**config.mk**
```make
export PLATFORM = sky130hd
export DESIGN_NAME = seq_divider_flat
export DESIGN_NICKNAME = d
export VERILOG_FILES = /design/src/rtl/seq_divider_if.sv /design/src/rtl/seq_divider.sv /design/src/flat_wrapper.sv
export SDC_FILE = /design/constraint.sdc
export NUM_CORES = 1
export LEC_CHECK = 0
export ABC_AREA = 1
export BUFFER_PORTS_ARGS = -buffer_cell sky130_fd_sc_hd__buf_2
export CORE_ASPECT_RATIO = 0.6
export CORE_MARGIN = 2
export CORE_UTILIZATION = 60
export CTS_BUF_LIST = sky130_fd_sc_hd__clkbuf_2 sky130_fd_sc_hd__clkbuf_4 sky130_fd_sc_hd__clkbuf_8
export CTS_CLUSTER_DIAMETER = 30
export DETAILED_ROUTE_END_ITERATION = 7
export PLACE_DENSITY = 0.9
export SETUP_SLACK_MARGIN = 0.02
export SLEW_MARGIN = 40
export SYNTH_ARGS = -nofsm -noshare
export SYNTH_HDL_FRONTEND = slang
export SYNTH_SLANG_ARGS = --single-unit
```
**constraint.sdc**
```tcl
create_clock -name clock -period 2.8 [get_ports clock]
set_input_delay 0.28 -clock clock [delete_from_list [all_inputs] [get_ports clock]]
set_output_delay 0.28 -clock clock [all_outputs]
set_load 0.01 [all_outputs]
```
**src/rtl/seq_divider_if.sv**
```systemverilog
// Handshake/operand bundle for seq_divider. The Signed input exists only
// when SEQ_DIVIDER_SIGNED_EN is defined.
interface seq_divider_if #(
  parameter int N = 32
);
  logic         Start;
  logic [N-1:0] Dividend;
  logic [N-1:0] Divisor;
  logic [N-1:0] Quotient;
  logic [N-1:0] Remainder;
  logic         Busy;
  logic         Done;
  logic         DivByZero;
`ifdef SEQ_DIVIDER_SIGNED_EN
  logic         Signed;

  modport master (
    output Start, Dividend, Divisor, Signed,
    input  Quotient, Remainder, Busy, Done, DivByZero
  );
  modport slave (
    input  Start, Dividend, Divisor, Signed,
    output Quotient, Remainder, Busy, Done, DivByZero
  );
`else
  modport master (
    output Start, Dividend, Divisor,
    input  Quotient, Remainder, Busy, Done, DivByZero
  );
  modport slave (
    input  Start, Dividend, Divisor,
    output Quotient, Remainder, Busy, Done, DivByZero
  );
`endif
endinterface

```
**src/rtl/seq_divider.sv**
```systemverilog
// Radix-2 restoring sequential divider, one quotient bit per cycle.
// Optional two's-complement mode is enabled by defining SEQ_DIVIDER_SIGNED_EN.
module addsub #(
  parameter int W = 33
) (
  input  logic [W-1:0] A,
  input  logic [W-1:0] B,
  input  logic         Subtract,
  output logic [W-1:0] Result,
  output logic         FlagC
);
  logic [W:0] sum;

  // FlagC is the carry out; when subtracting it means "no borrow".
  assign sum    = {1'b0, A} + {1'b0, (Subtract ? ~B : B)} + {{W{1'b0}}, Subtract};
  assign Result = sum[W-1:0];
  assign FlagC  = sum[W];
endmodule

module seq_divider #(
  parameter int N = 32
) (
  input  logic           clock,
  input  logic           reset_n,
  seq_divider_if.slave   bus
);
  localparam int CW = (N > 1) ? $clog2(N) : 1;

`ifdef SEQ_DIVIDER_SIGNED_EN
  typedef enum logic [1:0] {IDLE, RUN, FIXUP, DONE} state_t;
`else
  typedef enum logic [1:0] {IDLE, RUN, DONE} state_t;
`endif

  state_t        state;
  logic [CW-1:0] count;
  logic [N-1:0]  rem_reg;
  logic [N-1:0]  dvd_reg;
  logic [N-1:0]  dvs_reg;
  logic [N-1:0]  quotient;
  logic [N-1:0]  remainder;
  logic          busy;
  logic          done;
  logic          div_by_zero;
`ifdef SEQ_DIVIDER_SIGNED_EN
  logic          neg_q;
  logic          neg_r;
  logic [N-1:0]  dvd_mag;
  logic [N-1:0]  dvs_mag;
`endif

  logic [N:0]    shifted;
  logic [N:0]    diff;
  logic          no_borrow;
  logic [N:0]    rem_next;
  logic [N-1:0]  quo_next;
  logic          unused_rem_msb;

  // dvd_reg doubles as the quotient shift register: dividend bits leave at
  // the top while quotient bits enter at the bottom.
  assign shifted  = {rem_reg, dvd_reg[N-1]};
  assign rem_next = no_borrow ? diff : shifted;
  assign quo_next = {dvd_reg[N-2:0], no_borrow};
  assign unused_rem_msb = rem_next[N];

  addsub #(.W(N + 1)) u_addsub (
    .A        (shifted),
    .B        ({1'b0, dvs_reg}),
    .Subtract (1'b1),
    .Result   (diff),
    .FlagC    (no_borrow)
  );

`ifdef SEQ_DIVIDER_SIGNED_EN
  assign dvd_mag = (bus.Signed && bus.Dividend[N-1]) ? -bus.Dividend : bus.Dividend;
  assign dvs_mag = (bus.Signed && bus.Divisor[N-1])  ? -bus.Divisor  : bus.Divisor;
`endif

  always_ff @(posedge clock or negedge reset_n) begin
    if (!reset_n) begin
      state       <= IDLE;
      count       <= '0;
      rem_reg     <= '0;
      dvd_reg     <= '0;
      dvs_reg     <= '0;
      quotient    <= '0;
      remainder   <= '0;
      busy        <= 1'b0;
      done        <= 1'b0;
      div_by_zero <= 1'b0;
`ifdef SEQ_DIVIDER_SIGNED_EN
      neg_q       <= 1'b0;
      neg_r       <= 1'b0;
`endif
    end else begin
      done <= 1'b0;
      case (state)
        IDLE: begin
          if (bus.Start) begin
            busy        <= 1'b1;
            div_by_zero <= 1'b0;
            count       <= CW'(N - 1);
            rem_reg     <= '0;
`ifdef SEQ_DIVIDER_SIGNED_EN
            dvd_reg     <= dvd_mag;
            dvs_reg     <= dvs_mag;
            neg_q       <= bus.Signed & (bus.Dividend[N-1] ^ bus.Divisor[N-1]);
            neg_r       <= bus.Signed & bus.Dividend[N-1];
`else
            dvd_reg     <= bus.Dividend;
            dvs_reg     <= bus.Divisor;
`endif
            if (bus.Divisor == '0) begin
              // Zero divisor skips the datapath entirely.
              state       <= DONE;
              done        <= 1'b1;
              quotient    <= '1;
              remainder   <= bus.Dividend;
              div_by_zero <= 1'b1;
            end else begin
              state <= RUN;
            end
          end
        end
        RUN: begin
          rem_reg <= rem_next[N-1:0];
          dvd_reg <= quo_next;
          count   <= count - 1'b1;
          if (count == '0) begin
`ifdef SEQ_DIVIDER_SIGNED_EN
            state     <= FIXUP;
`else
            state     <= DONE;
            done      <= 1'b1;
            quotient  <= quo_next;
            remainder <= rem_next[N-1:0];
`endif
          end
        end
`ifdef SEQ_DIVIDER_SIGNED_EN
        FIXUP: begin
          // Magnitude negation also yields MIN/-1 = MIN with remainder 0.
          state     <= DONE;
          done      <= 1'b1;
          quotient  <= neg_q ? -dvd_reg : dvd_reg;
          remainder <= neg_r ? -rem_reg : rem_reg;
        end
`endif
        DONE: begin
          state <= IDLE;
          busy  <= 1'b0;
        end
        default: state <= IDLE;
      endcase
    end
  end

  assign bus.Quotient  = quotient;
  assign bus.Remainder = remainder;
  assign bus.Busy      = busy;
  assign bus.Done      = done;
  assign bus.DivByZero = div_by_zero;
endmodule

```
**src/flat_wrapper.sv**
```systemverilog
// flat-port wrapper written by rule: the top's interface ports become plain ports
module seq_divider_flat 
#(
  parameter int N = 32
)
  (clock, reset_n, bus_Start, bus_Dividend, bus_Divisor, bus_Quotient, bus_Remainder, bus_Busy, bus_Done, bus_DivByZero);
  seq_divider_if #(.N(N)) bus_i ();
  input  logic clock;
  input  logic reset_n;
  input wire logic [$bits(bus_i.Start)-1:0] bus_Start;
  input wire logic [$bits(bus_i.Dividend)-1:0] bus_Dividend;
  input wire logic [$bits(bus_i.Divisor)-1:0] bus_Divisor;
  output wire logic [$bits(bus_i.Quotient)-1:0] bus_Quotient;
  output wire logic [$bits(bus_i.Remainder)-1:0] bus_Remainder;
  output wire logic [$bits(bus_i.Busy)-1:0] bus_Busy;
  output wire logic [$bits(bus_i.Done)-1:0] bus_Done;
  output wire logic [$bits(bus_i.DivByZero)-1:0] bus_DivByZero;
  assign bus_i.Start = bus_Start;
  assign bus_i.Dividend = bus_Dividend;
  assign bus_i.Divisor = bus_Divisor;
  assign bus_Quotient = bus_i.Quotient;
  assign bus_Remainder = bus_i.Remainder;
  assign bus_Busy = bus_i.Busy;
  assign bus_Done = bus_i.Done;
  assign bus_DivByZero = bus_i.DivByZero;
  seq_divider #(.N(N)) u_core (.clock(clock), .reset_n(reset_n), .bus(bus_i));
endmodule
```
# Word level (Yosys, flattened, before mapping)
# Cells that the tools add are included.
word_totals:
  in_bits: 67
  out_inout_bits: 67
  word_cells: 54
  ff_bits: 170
classes:
  bitwise: 1
  reduce_logical: 10
  add_sub_neg: 3
  n_eq_ne: 5
  mux: 25
op_table:
  columns: ["cell", "n"]
  rows:
  - ["$mux W32", 9]
  - ["$pmux W32 S2", 4]
  - ["$add A33 B33 Y34", 1]
  - ["$add A34 B1 Y34 const B", 1]
  - ["$not A32 Y33", 1]
  - ["$logic_not A32 Y1", 1]
  - ["$pmux W5 S2", 1]
  - ["$reduce_and A2 Y1", 4]
  - ["$mux W2", 3]
  - ["$logic_not A5 Y1", 1]
  - ["$mux W5", 1]
  - ["$sub A5 B1 Y5 const B", 1]
  - ["$mux W1", 4]
  - ["$ne A2 B1 Y1 const B", 2]
  - ["$pmux W1 S2", 2]
  - ["$pmux W2 S2", 1]
  - ["$reduce_and A4 Y1", 1]
  - ["$reduce_bool A2 Y1", 2]
  - ["$eq A2 B1 Y1 const B", 1]
  - ["$eq A2 B2 Y1 const B", 1]
  - ["$logic_not A2 Y1", 1]
  - ["$ne A2 B2 Y1 const B", 1]

# Longest topological paths before layout
depth:
  word_depth: 6
  ltp_mapped: 18

# Cells and area by module
# From an unflattened synthesis, not the netlist that was laid out.
hier_totals:
  hier_cells: 1444
  hier_area_um2: 10367.4
modules_own_cells:
  columns: ["mod", "n_inst", "area_each_um2", "cells_each"]
  rows:
  - ["seq_divider", 1, 7737.4, 946]
  - ["addsub", 1, 2630.0, 498]

# Worst setup path before layout
# No wires, ideal clock.
synth_path:
  path_kind: "register -> register"
  start: "register u_core.rem_reg[7]"
  end: "register u_core.remainder[12] (netlist: u_core.bus.Remainder[12])"
  n_path_buf: 1
  arrival_time_ns: 1.923
  path_stages_with_launch: 16
  setup_slack_ns: 0.814
  cell_sequence: "dfrtp_1 ha_1 nand2_2 inv_1 nand2_1 nand2_1 inv_1 nand3_2 nand2_2 nand2_4 nand2_4 clkbuf_1 nand4_1 nand3_1 nand2_1 inv_1"
synth_between:
  elab_chain_len: 5
synth_rtl:
  columns: ["item", "line", "source"]
  rows:
  - ["start, declared", "seq_divider.sv:37", "logic [N-1:0] rem_reg;"]
  - ["start signal, assigned", "seq_divider.sv:126", "rem_reg <= rem_next[N-1:0];"]
  - ["$add A33 B33 Y34", "seq_divider.sv:15", "assign sum = {1'b0, A} + {1'b0, (Subtract ? ~B : B)} + {{W{1'b0}}, Subtract};"]
  - ["$add A34 B1 Y34", "seq_divider.sv:15", null]
  - ["$mux W32", "seq_divider.sv:62", "assign rem_next = no_borrow ? diff : shifted;"]
  - ["$mux W32", "seq_divider.sv:129", "if (count == '0) begin"]
  - ["$pmux W32 S2", "seq_divider.sv:97", "case (state)"]
  - ["end signal, assigned", "seq_divider.sv:118", "remainder <= bus.Dividend;"]
  - ["end signal, assigned", "seq_divider.sv:136", "remainder <= rem_next[N-1:0];"]
  - ["end, declared", "seq_divider.sv:41", "logic [N-1:0] remainder;"]
# Every way passes these cells. The select of a mux whose other input is x is not followed.
# A chain may end at the register's enable or synchronous reset.

# Worst setup path in the final report
layout_path:
  start: "register u_core.rem_reg[25]"
  end: "register u_core.remainder[30] (netlist: u_core.bus.Remainder[30])"
# The elaborated chain is that of the path after synthesis.

==> results.md <==
- Die height: 105.2 µm
- Arr. time, crit path: 2970 ps
- Antenna violations before repair: 0
- Post-synth top area cell: dfrtp_1
- Fin nets: 1,632
- Largest net degree at the start of global routing: 69
- CTS tree: done
- Largest cells by area after synthesis: dfrtp_1 (42%), nand2_1 (17%), inv_1 (7.4%), nand3_1 (6.2%), ha_1 (4.2%)
- CTS buffer count: 17
- Final Critical Period: 2553 ps
- Hold WC Path Type: in -> reg
- DR iter-0 viols: 1,111
- Resize count post-CTS: 0
- Total GRT Usage: 32.72%
- Post-Syn Area: 10,240 µm²
- Max Freq: 391.6 MHz
- Cell Count Post-Placement: 1,738
- Routed wire length: 28,850 µm
- Vias in the first global route: 9,380
- Global placement routability congestion: 0.9674
- # clock sinks: 170
- Power Density: 1442 nW/µm²
- WL per Instance: 16.29 µm
- Initial Utilization: 62.13%
- Die Span X: 172.7 µm
- EDFF count, synth: 0
- Slew HR: 46.75%
- Slew @ Worst Pin: 792.2 ps
- Clk slew on worst S/H paths: 100 ps
- Total grt overflow: 0
- Share of layout cells above drive strength 1: 16.07%
- Critical path class: reg -> reg
- Area grow syn2layout: 13.08%
- Period utilization: 91.19%
- FP Rows: 36
- # diodes: 0
- Sequential share of power: 26.8%
- Leakage Power: 0.006337 µW
- Top Ports: 134
- Combinational Power Share: 62.1%
- H-tree depth: 4
- Top_reg_cell synth: dfrtp_1
- Yosys warnings: 0
- Final hold viol count: 0
- Sequential fraction of the synthesis area: 41.53%
- Worst Path Max Fanout: 33
- Worst hold slack: 32.66 ps
- Share of synthesized registers carrying an async set or reset: 100.0%
- Yosys reg bits: 170
- RSZ-0062 raised after global routing: false
- Gate Count Post-Synth: 1,413
- Vias per cell: 5.597
- Crit path launch type: register
- Setup violators final: 0
- Mean Syn Cell Area: 7.249 µm²
- TNS Setup: 0 ps
- Status: complete, no violations
- Max-Cap Viols: 0
- First-pass DRT Iterations: 6
- Via count: 9,912
- Syn nets: 1,515
- Core ar.: 16,490 µm²
- Clk_lat worst skew: 480 ps
- Die Area: 18,170 µm²
- Clock power frac: 11.2%
- Int Power: 8122 µW
- Net switching share of the total power: 51.38%
- DRT antenna net count: 0
- Peak supply drop: 680.6 µV
- Worst endpoint required time: 3210 ps
- Port Buffers: 133
- NetSw: 8582 µW
- Power consumption: 16,700 µW
- Slew Limit Fails: 0
- Root Buffer Master: clkbuf_8
- Share of the synthesized area in the top cell type: 41.53%
- Fin cells: 1,771
- First-pass GRT wire length: 47,420 µm
- DRC viols: 0
- Worst Clk Skew: 15.70 ps
- Setup crit end kind: register
- Maximum clock path buffer count: 2
- Synth cell types: 39
- Hpwl dp: 21,940 µm
what timing repair did:
item	4_1_cts	5_1_grt
hold buffers	1	0
endpoints found under the hold margin	66	0
setup buffers	0	0
endpoints found under the setup margin	0	0
per-stage QoR:
step	utilization [%]	setup WS [ps]	area, µm²
after floorplan	-	814.3	10240
after global placement	67.62	228.0	11150
after detailed placement	67.70	369.4	11160
after CTS	70.26	313.6	11580
after global routing	70.26	97.72	11580
final	70.26	246.7	11580
cells by family after synthesis:
logic type | after synthesis | synth area share [%]
compound gates | 170 | 10.04
xor+xnor | 15 | 1.283
fa+ha+maj | 35 | 4.349
buf+inv | 262 | 9.980
flops | 170 | 41.53
simple gates | 761 | 32.81
layout by cell type (no fill, tap or decap), types with 4 or more instances in the layout:
master,count
nor3_1,6
nand4_1,46
buf_12,4
o21ai_0,75
inv_6,4
nor2_1,39
xor2_1,15
clkbuf_8,18
a21oi_1,24
dfrtp_1,170
or2_0,10
inv_1,202
ha_1,34
nand2_1,465
a21boi_0,30
nand2_2,25
o21a_1,30
nor2_2,4
buf_2,132
buf_4,14
nand3_1,127
or2_2,19
inv_2,6
or2_1,5
critical path, stage by stage, from the launching register on:
cell and delay, ps:
dfrtp_1 420, ha_1 360, a21oi_1 250, nor2_1 90, o21ai_0 240, nand2_1 140, nor2_4 160, buf_4 370
nand4_1 210, nand3_1 150, nand2_1 60, inv_1 50
synth_stat cells, types with 6 or more instances:
| library cell | n |
|---|---|
| o21a_1 | 30 |
| nand2_1 | 465 |
| nand3_1 | 127 |
| or2_0 | 10 |
| nor2_1 | 39 |
| a21boi_0 | 30 |
| xor2_1 | 15 |
| inv_1 | 203 |
| or2_2 | 19 |
| a21oi_1 | 24 |
| nand4_1 | 46 |
| buf_2 | 10 |
| o21ai_0 | 75 |
| nand2_2 | 25 |
| clkbuf_1 | 37 |
| dfrtp_1 | 170 |
| ha_1 | 34 |
| nor3_1 | 6 |
routing by layer:
metal	wire length (µm)	track usage (%)	part of all wire, %
met5	0	0	0
met4	490	8.232	1.7
met3	2763	6.150	9.6
met2	12420	49.28	43
met1	13180	48.78	46
power by group through the flow:
| stage | sequential, µW | clock (µW) | combinational, µW |
|---|---|---|---|
| 2_1_floorplan | 4440 | 0 | 7330 |
| 3_3_place_gp | 4430 | 0 | 9780 |
| 3_5_place_dp | 4470 | 0 | 10100 |
| 4_1_cts | 4440 | 1870 | 10200 |
| 5_1_grt | 4590 | 1980 | 11600 |
| 6_report | 4470 | 1870 | 10400 |
final timing paths:
path / from / end / slack [ps] / cells after the start
max: u_core.rem_reg[25] / u_core.bus.Remainder[30] / 250 / 11
min in group asynchronous: reset_n / u_core.rem_reg[4] / 400 / 2
min: bus_Divisor[16] / u_core.dvs_reg[16] / 30 / 3
max reg2reg: u_core.rem_reg[25] / u_core.bus.Remainder[30] / 250 / 11
min reg2reg: u_core.bus.Quotient[8] / u_core.bus.Quotient[8] / 470 / 2
max in group asynchronous: reset_n / u_core.rem_reg[22] / 1660 / 3
area by class of cell:
| type | instances | area [µm²] |
|---|---|---|
| Clock buffer | 19 | 255.2 |
| Clock inverter | 13 | 156.4 |
| Fill cell | 1411 | 4903 |
| Inverter | 208 | 780.7 |
| Multi-Input combinational cell | 981 | 4984 |
| Sequential cell | 170 | 4254 |
| Tap cell | 228 | 285.3 |
| Timing Repair Buffer | 152 | 867.1 |
(Power assumes the default switching activity.)
